===== config.mk =====
export PLATFORM = sky130hd
export DESIGN_NAME = xcorr_mac_flat
export DESIGN_NICKNAME = d
export VERILOG_FILES = /design/src/rtl/caf_pkg.sv /design/src/rtl/xcorr_mac_if.sv /design/src/rtl/cmult_pipe.sv /design/src/rtl/xcorr_mac.sv /design/src/flat_wrapper.sv
export SDC_FILE = /design/constraint.sdc
export NUM_CORES = 2
export LEC_CHECK = 0
export CAP_MARGIN = 5
export CORE_ASPECT_RATIO = 1.2
export CORE_MARGIN = 10
export CORE_UTILIZATION = 50
export DETAILED_ROUTE_END_ITERATION = 10
export PLACE_DENSITY = 0.69
export SYNTH_ARGS = -nofsm -noshare
export SYNTH_HDL_FRONTEND = slang
export SYNTH_HIERARCHICAL = 1
export SYNTH_SLANG_ARGS = --single-unit

===== constraint.sdc =====
create_clock -name clk -period 7 [get_ports clk]
set_input_delay 2.1 -clock clk [delete_from_list [all_inputs] [get_ports clk]]
set_output_delay 2.1 -clock clk [all_outputs]
set_load 0.01 [all_outputs]

===== src/rtl/caf_pkg.sv =====
// rtl/caf_pkg.sv - shared types and width helpers for the CAF datapath
package caf_pkg;

  // FSM states of the correlation MAC frame controller
  typedef enum logic [1:0] {
    ACCUM = 2'd0,
    DRAIN = 2'd1,
    HOLD  = 2'd2
  } state_e;

  // Accumulator width: full product sum, one bit for the combine, plus count growth
  function automatic int acc_bits_f(input int i_bits, input int q_bits, input int count_bits);
    return i_bits + q_bits + 1 + count_bits;
  endfunction

endpackage


===== src/rtl/xcorr_mac_if.sv =====
// rtl/xcorr_mac_if.sv - sample-in / correlation-out handshake bundle
interface xcorr_mac_if #(
  parameter int I_BITS     = 12,
  parameter int Q_BITS     = 12,
  parameter int OUT_I_BITS = 12,
  parameter int OUT_Q_BITS = 12
);
  logic                         m_axis_tvalid;
  logic signed [I_BITS-1:0]     xi;
  logic signed [Q_BITS-1:0]     xq;
  logic signed [I_BITS-1:0]     yi;
  logic signed [Q_BITS-1:0]     yq;
  logic                         s_axis_tready;
  logic signed [OUT_I_BITS-1:0] out_i;
  logic signed [OUT_Q_BITS-1:0] out_q;
  logic                         s_axis_tvalid;
  logic                         m_axis_tready;

  // Upstream sample source and downstream result consumer
  modport master (
    output m_axis_tvalid, xi, xq, yi, yq, m_axis_tready,
    input  s_axis_tready, out_i, out_q, s_axis_tvalid
  );

  // The correlation MAC itself
  modport slave (
    input  m_axis_tvalid, xi, xq, yi, yq, m_axis_tready,
    output s_axis_tready, out_i, out_q, s_axis_tvalid
  );
endinterface


===== src/rtl/cmult_pipe.sv =====
// rtl/cmult_pipe.sv - two-stage x*conj(y) complex multiplier with valid passthrough
module cmult_pipe #(
  parameter int W = 12
) (
  input  logic                  clk_i,
  input  logic                  reset_i,
  input  logic                  valid_i,
  input  logic signed [W-1:0]   xi_i,
  input  logic signed [W-1:0]   xq_i,
  input  logic signed [W-1:0]   yi_i,
  input  logic signed [W-1:0]   yq_i,
  output logic                  valid_o,
  output logic signed [2*W:0]   re_o,
  output logic signed [2*W:0]   im_o
);
  localparam int PW = 2 * W;

  logic                 v1_q, v2_q;
  logic signed [PW-1:0] p_ii_q, p_qq_q, p_qi_q, p_iq_q;
  logic signed [PW:0]   re_q, im_q;

  // Stage 1: register the four full-precision partial products
  always_ff @(posedge clk_i) begin
    if (reset_i) begin
      v1_q   <= 1'b0;
      p_ii_q <= '0;
      p_qq_q <= '0;
      p_qi_q <= '0;
      p_iq_q <= '0;
    end else begin
      v1_q   <= valid_i;
      p_ii_q <= PW'(xi_i) * PW'(yi_i);
      p_qq_q <= PW'(xq_i) * PW'(yq_i);
      p_qi_q <= PW'(xq_i) * PW'(yi_i);
      p_iq_q <= PW'(xi_i) * PW'(yq_i);
    end
  end

  // Stage 2: combine into real/imag of x*conj(y), one bit of growth
  always_ff @(posedge clk_i) begin
    if (reset_i) begin
      v2_q <= 1'b0;
      re_q <= '0;
      im_q <= '0;
    end else begin
      v2_q <= v1_q;
      re_q <= (PW+1)'(p_ii_q) + (PW+1)'(p_qq_q);
      im_q <= (PW+1)'(p_qi_q) - (PW+1)'(p_iq_q);
    end
  end

  assign valid_o = v2_q;
  assign re_o    = re_q;
  assign im_o    = im_q;
endmodule


===== src/rtl/xcorr_mac.sv =====
// rtl/xcorr_mac.sv - per-lag complex correlation accumulator feeding the peak search
module xcorr_mac
  import caf_pkg::*;
#(
  parameter int LENGTH     = 10,
  parameter int COUNT_BITS = 4,
  parameter int I_BITS     = 12,
  parameter int Q_BITS     = 12,
  parameter int OUT_I_BITS = 12,
  parameter int OUT_Q_BITS = 12
) (
  input logic        clk,
  input logic        reset,
  xcorr_mac_if.slave bus
);
  localparam int ACC_BITS = acc_bits_f(I_BITS, Q_BITS, COUNT_BITS);
  localparam int P_BITS   = 2 * I_BITS + 1;

  state_e                       state_q, state_d;
  logic [COUNT_BITS-1:0]        cnt_q, cnt_d;
  logic [1:0]                   drain_q, drain_d;
  logic signed [ACC_BITS-1:0]   acc_i_q, acc_i_d, acc_q_q, acc_q_d;
  logic signed [OUT_I_BITS-1:0] out_i_q, out_i_d;
  logic signed [OUT_Q_BITS-1:0] out_q_q, out_q_d;
  logic                         tvalid_q, tvalid_d, tready_q, tready_d;
  logic                         accept, slot_free, load, v2;
  logic signed [P_BITS-1:0]     re, im;

  assign accept    = bus.m_axis_tvalid & tready_q;
  assign slot_free = !tvalid_q | bus.m_axis_tready;

  cmult_pipe #(.W(I_BITS)) u_cmult (
    .clk_i   (clk),
    .reset_i (reset),
    .valid_i (accept),
    .xi_i    (bus.xi),
    .xq_i    (bus.xq),
    .yi_i    (bus.yi),
    .yq_i    (bus.yq),
    .valid_o (v2),
    .re_o    (re),
    .im_o    (im)
  );

  // Frame control: count accepts, wait for the pipe to drain, then hand off the result
  always_comb begin
    state_d = state_q;
    cnt_d   = cnt_q;
    drain_d = drain_q;
    load    = 1'b0;
    case (state_q)
      ACCUM: begin
        if (accept) begin
          if (cnt_q == COUNT_BITS'(LENGTH - 1)) begin
            state_d = DRAIN;
            cnt_d   = '0;
            drain_d = '0;
          end else begin
            cnt_d = cnt_q + COUNT_BITS'(1);
          end
        end
      end
      DRAIN: begin
        if (drain_q == 2'd2) begin
          if (slot_free) begin
            load    = 1'b1;
            state_d = ACCUM;
          end else begin
            state_d = HOLD;
          end
        end else begin
          drain_d = drain_q + 2'd1;
        end
      end
      HOLD: begin
        if (slot_free) begin
          load    = 1'b1;
          state_d = ACCUM;
        end
      end
      default: state_d = ACCUM;
    endcase
  end

  // Datapath next state: accumulate, floor-truncate into the output slot, track handshake
  always_comb begin
    acc_i_d  = acc_i_q;
    acc_q_d  = acc_q_q;
    out_i_d  = out_i_q;
    out_q_d  = out_q_q;
    tvalid_d = tvalid_q;
    if (load) begin
      acc_i_d = '0;
      acc_q_d = '0;
    end else if (v2) begin
      acc_i_d = acc_i_q + ACC_BITS'(re);
      acc_q_d = acc_q_q + ACC_BITS'(im);
    end
    if (load) begin
      out_i_d  = acc_i_q[ACC_BITS-1 -: OUT_I_BITS];
      out_q_d  = acc_q_q[ACC_BITS-1 -: OUT_Q_BITS];
      tvalid_d = 1'b1;
    end else if (tvalid_q && bus.m_axis_tready) begin
      tvalid_d = 1'b0;
    end
    tready_d = (state_d == ACCUM);
  end

  // State and datapath registers
  always_ff @(posedge clk) begin
    if (reset) begin
      state_q  <= ACCUM;
      cnt_q    <= '0;
      drain_q  <= '0;
      acc_i_q  <= '0;
      acc_q_q  <= '0;
      out_i_q  <= '0;
      out_q_q  <= '0;
      tvalid_q <= 1'b0;
      tready_q <= 1'b0;
    end else begin
      state_q  <= state_d;
      cnt_q    <= cnt_d;
      drain_q  <= drain_d;
      acc_i_q  <= acc_i_d;
      acc_q_q  <= acc_q_d;
      out_i_q  <= out_i_d;
      out_q_q  <= out_q_d;
      tvalid_q <= tvalid_d;
      tready_q <= tready_d;
    end
  end

  assign bus.s_axis_tready = tready_q;
  assign bus.s_axis_tvalid = tvalid_q;
  assign bus.out_i         = out_i_q;
  assign bus.out_q         = out_q_q;
endmodule


===== src/flat_wrapper.sv =====
// flat-port wrapper written by rule: the top's interface ports become plain ports
module xcorr_mac_flat import caf_pkg::*;
#(
  parameter int LENGTH     = 10,
  parameter int COUNT_BITS = 4,
  parameter int I_BITS     = 12,
  parameter int Q_BITS     = 12,
  parameter int OUT_I_BITS = 12,
  parameter int OUT_Q_BITS = 12
)
  (clk, reset, bus_m_axis_tvalid, bus_xi, bus_xq, bus_yi, bus_yq, bus_m_axis_tready, bus_s_axis_tready, bus_out_i, bus_out_q, bus_s_axis_tvalid);
  xcorr_mac_if #(.I_BITS(I_BITS), .Q_BITS(Q_BITS), .OUT_I_BITS(OUT_I_BITS), .OUT_Q_BITS(OUT_Q_BITS)) bus_i ();
  input logic clk;
  input logic reset;
  input wire logic [$bits(bus_i.m_axis_tvalid)-1:0] bus_m_axis_tvalid;
  input wire logic [$bits(bus_i.xi)-1:0] bus_xi;
  input wire logic [$bits(bus_i.xq)-1:0] bus_xq;
  input wire logic [$bits(bus_i.yi)-1:0] bus_yi;
  input wire logic [$bits(bus_i.yq)-1:0] bus_yq;
  input wire logic [$bits(bus_i.m_axis_tready)-1:0] bus_m_axis_tready;
  output wire logic [$bits(bus_i.s_axis_tready)-1:0] bus_s_axis_tready;
  output wire logic [$bits(bus_i.out_i)-1:0] bus_out_i;
  output wire logic [$bits(bus_i.out_q)-1:0] bus_out_q;
  output wire logic [$bits(bus_i.s_axis_tvalid)-1:0] bus_s_axis_tvalid;
  assign bus_i.m_axis_tvalid = bus_m_axis_tvalid;
  assign bus_i.xi = bus_xi;
  assign bus_i.xq = bus_xq;
  assign bus_i.yi = bus_yi;
  assign bus_i.yq = bus_yq;
  assign bus_i.m_axis_tready = bus_m_axis_tready;
  assign bus_s_axis_tready = bus_i.s_axis_tready;
  assign bus_out_i = bus_i.out_i;
  assign bus_out_q = bus_i.out_q;
  assign bus_s_axis_tvalid = bus_i.s_axis_tvalid;
  xcorr_mac #(.LENGTH(LENGTH), .COUNT_BITS(COUNT_BITS), .I_BITS(I_BITS), .Q_BITS(Q_BITS), .OUT_I_BITS(OUT_I_BITS), .OUT_Q_BITS(OUT_Q_BITS)) u_core (.clk(clk), .reset(reset), .bus(bus_i));
endmodule

==> results.sh <==
export IMPL_place_ws_ns=-0.8183
export IMPL_reg2reg_slack_ns=3.78
export IMPL_setup_violations=0
export IMPL_hold_viol_final=0
export IMPL_detail_route_antenna_nets=0
export IMPL_routed_via_count=26846
export IMPL_rows=104
export IMPL_ys_async_sr_fraction_pct=0
export IMPL_outcome="completed"
export IMPL_clk_pin_slew_ns=0.07
export IMPL_num_fill_cells=5660
export IMPL_dr_pass1_iters=5
export IMPL_clock_sinks=240
export IMPL_hpwl_um=71480
export IMPL_cts_inserted_buffers=26
export IMPL_path_cells="clkdlybuf4s50_1 -> buf_12 -> buf_6 -> nand2_1 -> fa_1 -> inv_1 -> fa_1 -> fa_1 -> fa_1 -> inv_1 -> fa_1 -> inv_1 -> ha_4 -> a21oi_1 -> o21ai_1 -> a21oi_2 -> o211a_1 -> or3_4 -> xor2_1 -> buf_4 -> nor2_1"
export IMPL_design_area_mm2=0.04114
export IMPL_routed_via_density=5.154
export IMPL_hold_class="reg -> reg"
export IMPL_required_ns=7.42
export IMPL_cts_root_buf="clkbuf_16"
export IMPL_ys_ff_latch=240
export IMPL_fmax_ghz=0.1444
export IMPL_grt_max_degree=157
export IMPL_yosysWarnings=6
export IMPL_die_y_um=304.0
export IMPL_synth_area_top_cells="fa_1 (33%), dfxtp_1 (14%), ha_1 (12%)"
export IMPL_grt_overflow=0
export IMPL_hold_path_depth=1
export IMPL_setup_ws_ns=0.07569
export IMPL_slowest_stage="fa_1"
export IMPL_wl_um=89070
export IMPL_slew_violations=0
export IMPL_syn_avg_cell_area_um2=8.747
export IMPL_tightestPinTransition_ns=0.9588
export IMPL_grt_pass1_wl_um=141500
export IMPL_antennaDiodeCount=0
export IMPL_drive_gt1_share_pct=16.36
export IMPL_synth_top_flop_cell="dfxtp_1"
export IMPL_ios=78
export IMPL_crit_start="bus_xi[8]"
export IMPL_synth_top_area_share_pct=33.13
export IMPL_syn_inst=3841
export IMPL_cp_endpoint="u_core/u_cmult/p_iq_q[21]"
export IMPL_cts_hold_buffers=0
export IMPL_die_w_um=256.6
export IMPL_fin_worst_skew_ns=0.01413
export IMPL_period_minus_slack_ns=6.924
export IMPL_port_buffers=77
export IMPL_critPathLaunchType="input pin"
export IMPL_clockBufferDepth=3
export IMPL_grt_usage_pct=22.15
export IMPL_dieArea_mm2=0.07801
export IMPL_clk_latency_ns=0.55
export IMPL_cts_tree="yes"
export IMPL_utilization_pct=61.50
export IMPL_drc=0
export IMPL_relSlewSlack_pct=36.01
export IMPL_area_growth_pct=22.44
export IMPL_grt_pass1_vias=27969
export IMPL_h_tree_depth=1
export IMPL_path_common_cell="fa_1"
export IMPL_synth_area_mm2=0.03360
export IMPL_r2r_cells=9
export IMPL_detail_route_wl_per_cell_um=17.10
export IMPL_timing_critical_path_arrival_ns=7.34
export IMPL_synth_largest_area_cell="fa_1"
export IMPL_placed_cell_area_mm2=0.03861
export IMPL_start_util_pct=50.23
export IMPL_drt_iter0_markers=1506
export IMPL_path_max_fanout=13
export IMPL_core_mm2=0.06688
export IMPL_grt_antenna_before_repair=0
export IMPL_ys_types=79
export IMPL_crit_path_end_kind="flop"
export IMPL_timing_final_crit_share_pct=98.92
export IMPL_synth_edff_count=0
export IMPL_slowest_delay_ns=0.56
export IMPL_worst_r2r_endpoint="u_core/acc_i_q[25]"
export IMPL_fin_setup_tns_ns=0
export IMPL_nets=5209
export IMPL_synth_nets=4762
export IMPL_cap_violations=0
export IMPL_synth_yosys_seq_area_share_pct=14.30
export IMPL_place_congestion=0.9188
export IMPL_worstReg2RegStart="u_core/drain_q[0]"
export IMPL_path_class="in -> reg"
## routing by layer
metal | share of wire, % | routed length [um] | vias to the layer above | track usage [%]
li1 | - | - | 12841 | -
met1 | 42 | 37000 | 13114 | 27.55
met2 | 48 | 43000 | 722 | 38.06
met3 | 5.3 | 4686 | 169 | 2.778
met4 | 4.9 | 4377 | 0 | 9.654
met5 | 0 | 0 | - | 0
## stage by stage
stage / hold WS (ns) / std cells
after floorplan: 0.4138 / 3841
after global placement: 0.4216 / 5099
after detailed placement: 0.4298 / 5099
after CTS: 0.4459 / 5166
after global routing: 0.4677 / 5209
final: 0.4447 / 5209
## worst min-delay path by stage
stage / start / endpoint / slack, ns
floorplan: u_core/u_cmult/v1_q / u_core/u_cmult/valid_o / 0.41
global placement: u_core/u_cmult/v1_q / u_core/u_cmult/valid_o / 0.42
detailed placement: u_core/u_cmult/v1_q / u_core/u_cmult/valid_o / 0.43
CTS: u_core/u_cmult/v1_q / u_core/u_cmult/valid_o / 0.45
global route: u_core/u_cmult/v1_q / u_core/u_cmult/valid_o / 0.47
finish: u_core/u_cmult/v1_q / u_core/u_cmult/valid_o / 0.44
## sequential cells by signal, summed over array words and instances, names as in the netlist
signal and flops:
u_core/bus.out_q 12, u_core/acc_q_q 29, u_core/u_cmult/p_ii_q 24, u_core/bus.s_axis_tvalid 1, u_core/u_cmult/im_o 25, u_core/acc_i_q 29, u_core/u_cmult/p_qq_q 24, u_core/drain_q 2
u_core/u_cmult/p_iq_q 24, u_core/bus.s_axis_tready 1, u_core/u_cmult/v1_q 1, u_core/u_cmult/p_qi_q 24, u_core/state_q 2, u_core/u_cmult/valid_o 1, u_core/u_cmult/re_o 25, u_core/cnt_q 4
u_core/bus.out_i 12
## logic make-up (layout without fill, tap and decap cells)
group | count (synthesis) | count (layout) | share of synthesized area, %
simple gates | 1185 | 1185 | 16.52
fa+ha+maj | 869 | 869 | 44.79
buf+inv | 864 | 1331 | 9.679
compound gates | 473 | 473 | 9.065
flops | 240 | 240 | 14.30
xor+xnor | 166 | 166 | 4.327
mux | 44 | 44 | 1.326
## cell type report
cell class                 count  area (um2)  share of cell area, %
clock buffer                  35       755.7                  1.837
clock inverter                13       180.2                 0.4380
inverter                     723        2714                  6.597
multi-input combinational   2737       26270                  63.86
sequential                   240        4806                  11.68
tap                          901        1127                  2.741
timing repair buffer         560        5283                  12.84
## cells in the mapped netlist, types with 5 or more instances
library cell	number
inv_1	722
fa_1	556
nand2_1	497
ha_1	313
nor2_1	246
dfxtp_1	240
and2_1	172
a21oi_1	165
clkbuf_1	131
xnor2_1	107
o21ai_0	87
xor2_1	59
nor2b_1	58
a21o_1	57
nor3_1	43
mux2i_1	40
nand3_1	37
nand2b_1	32
a211oi_1	20
or3_1	20
o21bai_1	18
and3_1	16
o21a_1	16
a31oi_1	14
o211ai_1	13
or2_2	10
nand4_1	9
and4_1	8
buf_1	8
o31ai_1	8
o2111ai_1	7
o22ai_1	7
and3b_1	6
o211a_1	6
a21boi_0	5
o31a_1	5
## repair_timing
item | 4_1_cts | 5_1_grt
pin swaps | 17 | 114
setup endpoints to repair | 24 | 34
gates cloned | 0 | 7
buffers inserted | 19 | 38
gates resized for setup | 66 | 184
## placed cells by master (no fill, tap or decap), drive strengths merged, types with 59 or more instances in the layout
cell type	instances
fa	556
buf	477
a21oi	167
inv	725
a21o	59
xor2	59
and2	174
nor2b	59
xnor2	107
ha	313
nand2	497
dfxtp	240
nor2	246
o21ai	89
## worst max-delay path: cells and delay by family
kind	cells	cell delay, ns
AOI/OAI and AO/OA	4	0.59
xor gates and xnor gates	1	0.16
adders and majority gates	6	2.79
buffers and inverters	7	1.19
and+or+nand+nor	3	0.51
Power is not shown: default switching activity piles up to over one toggle a cycle in this logic, so the estimate is an artifact.
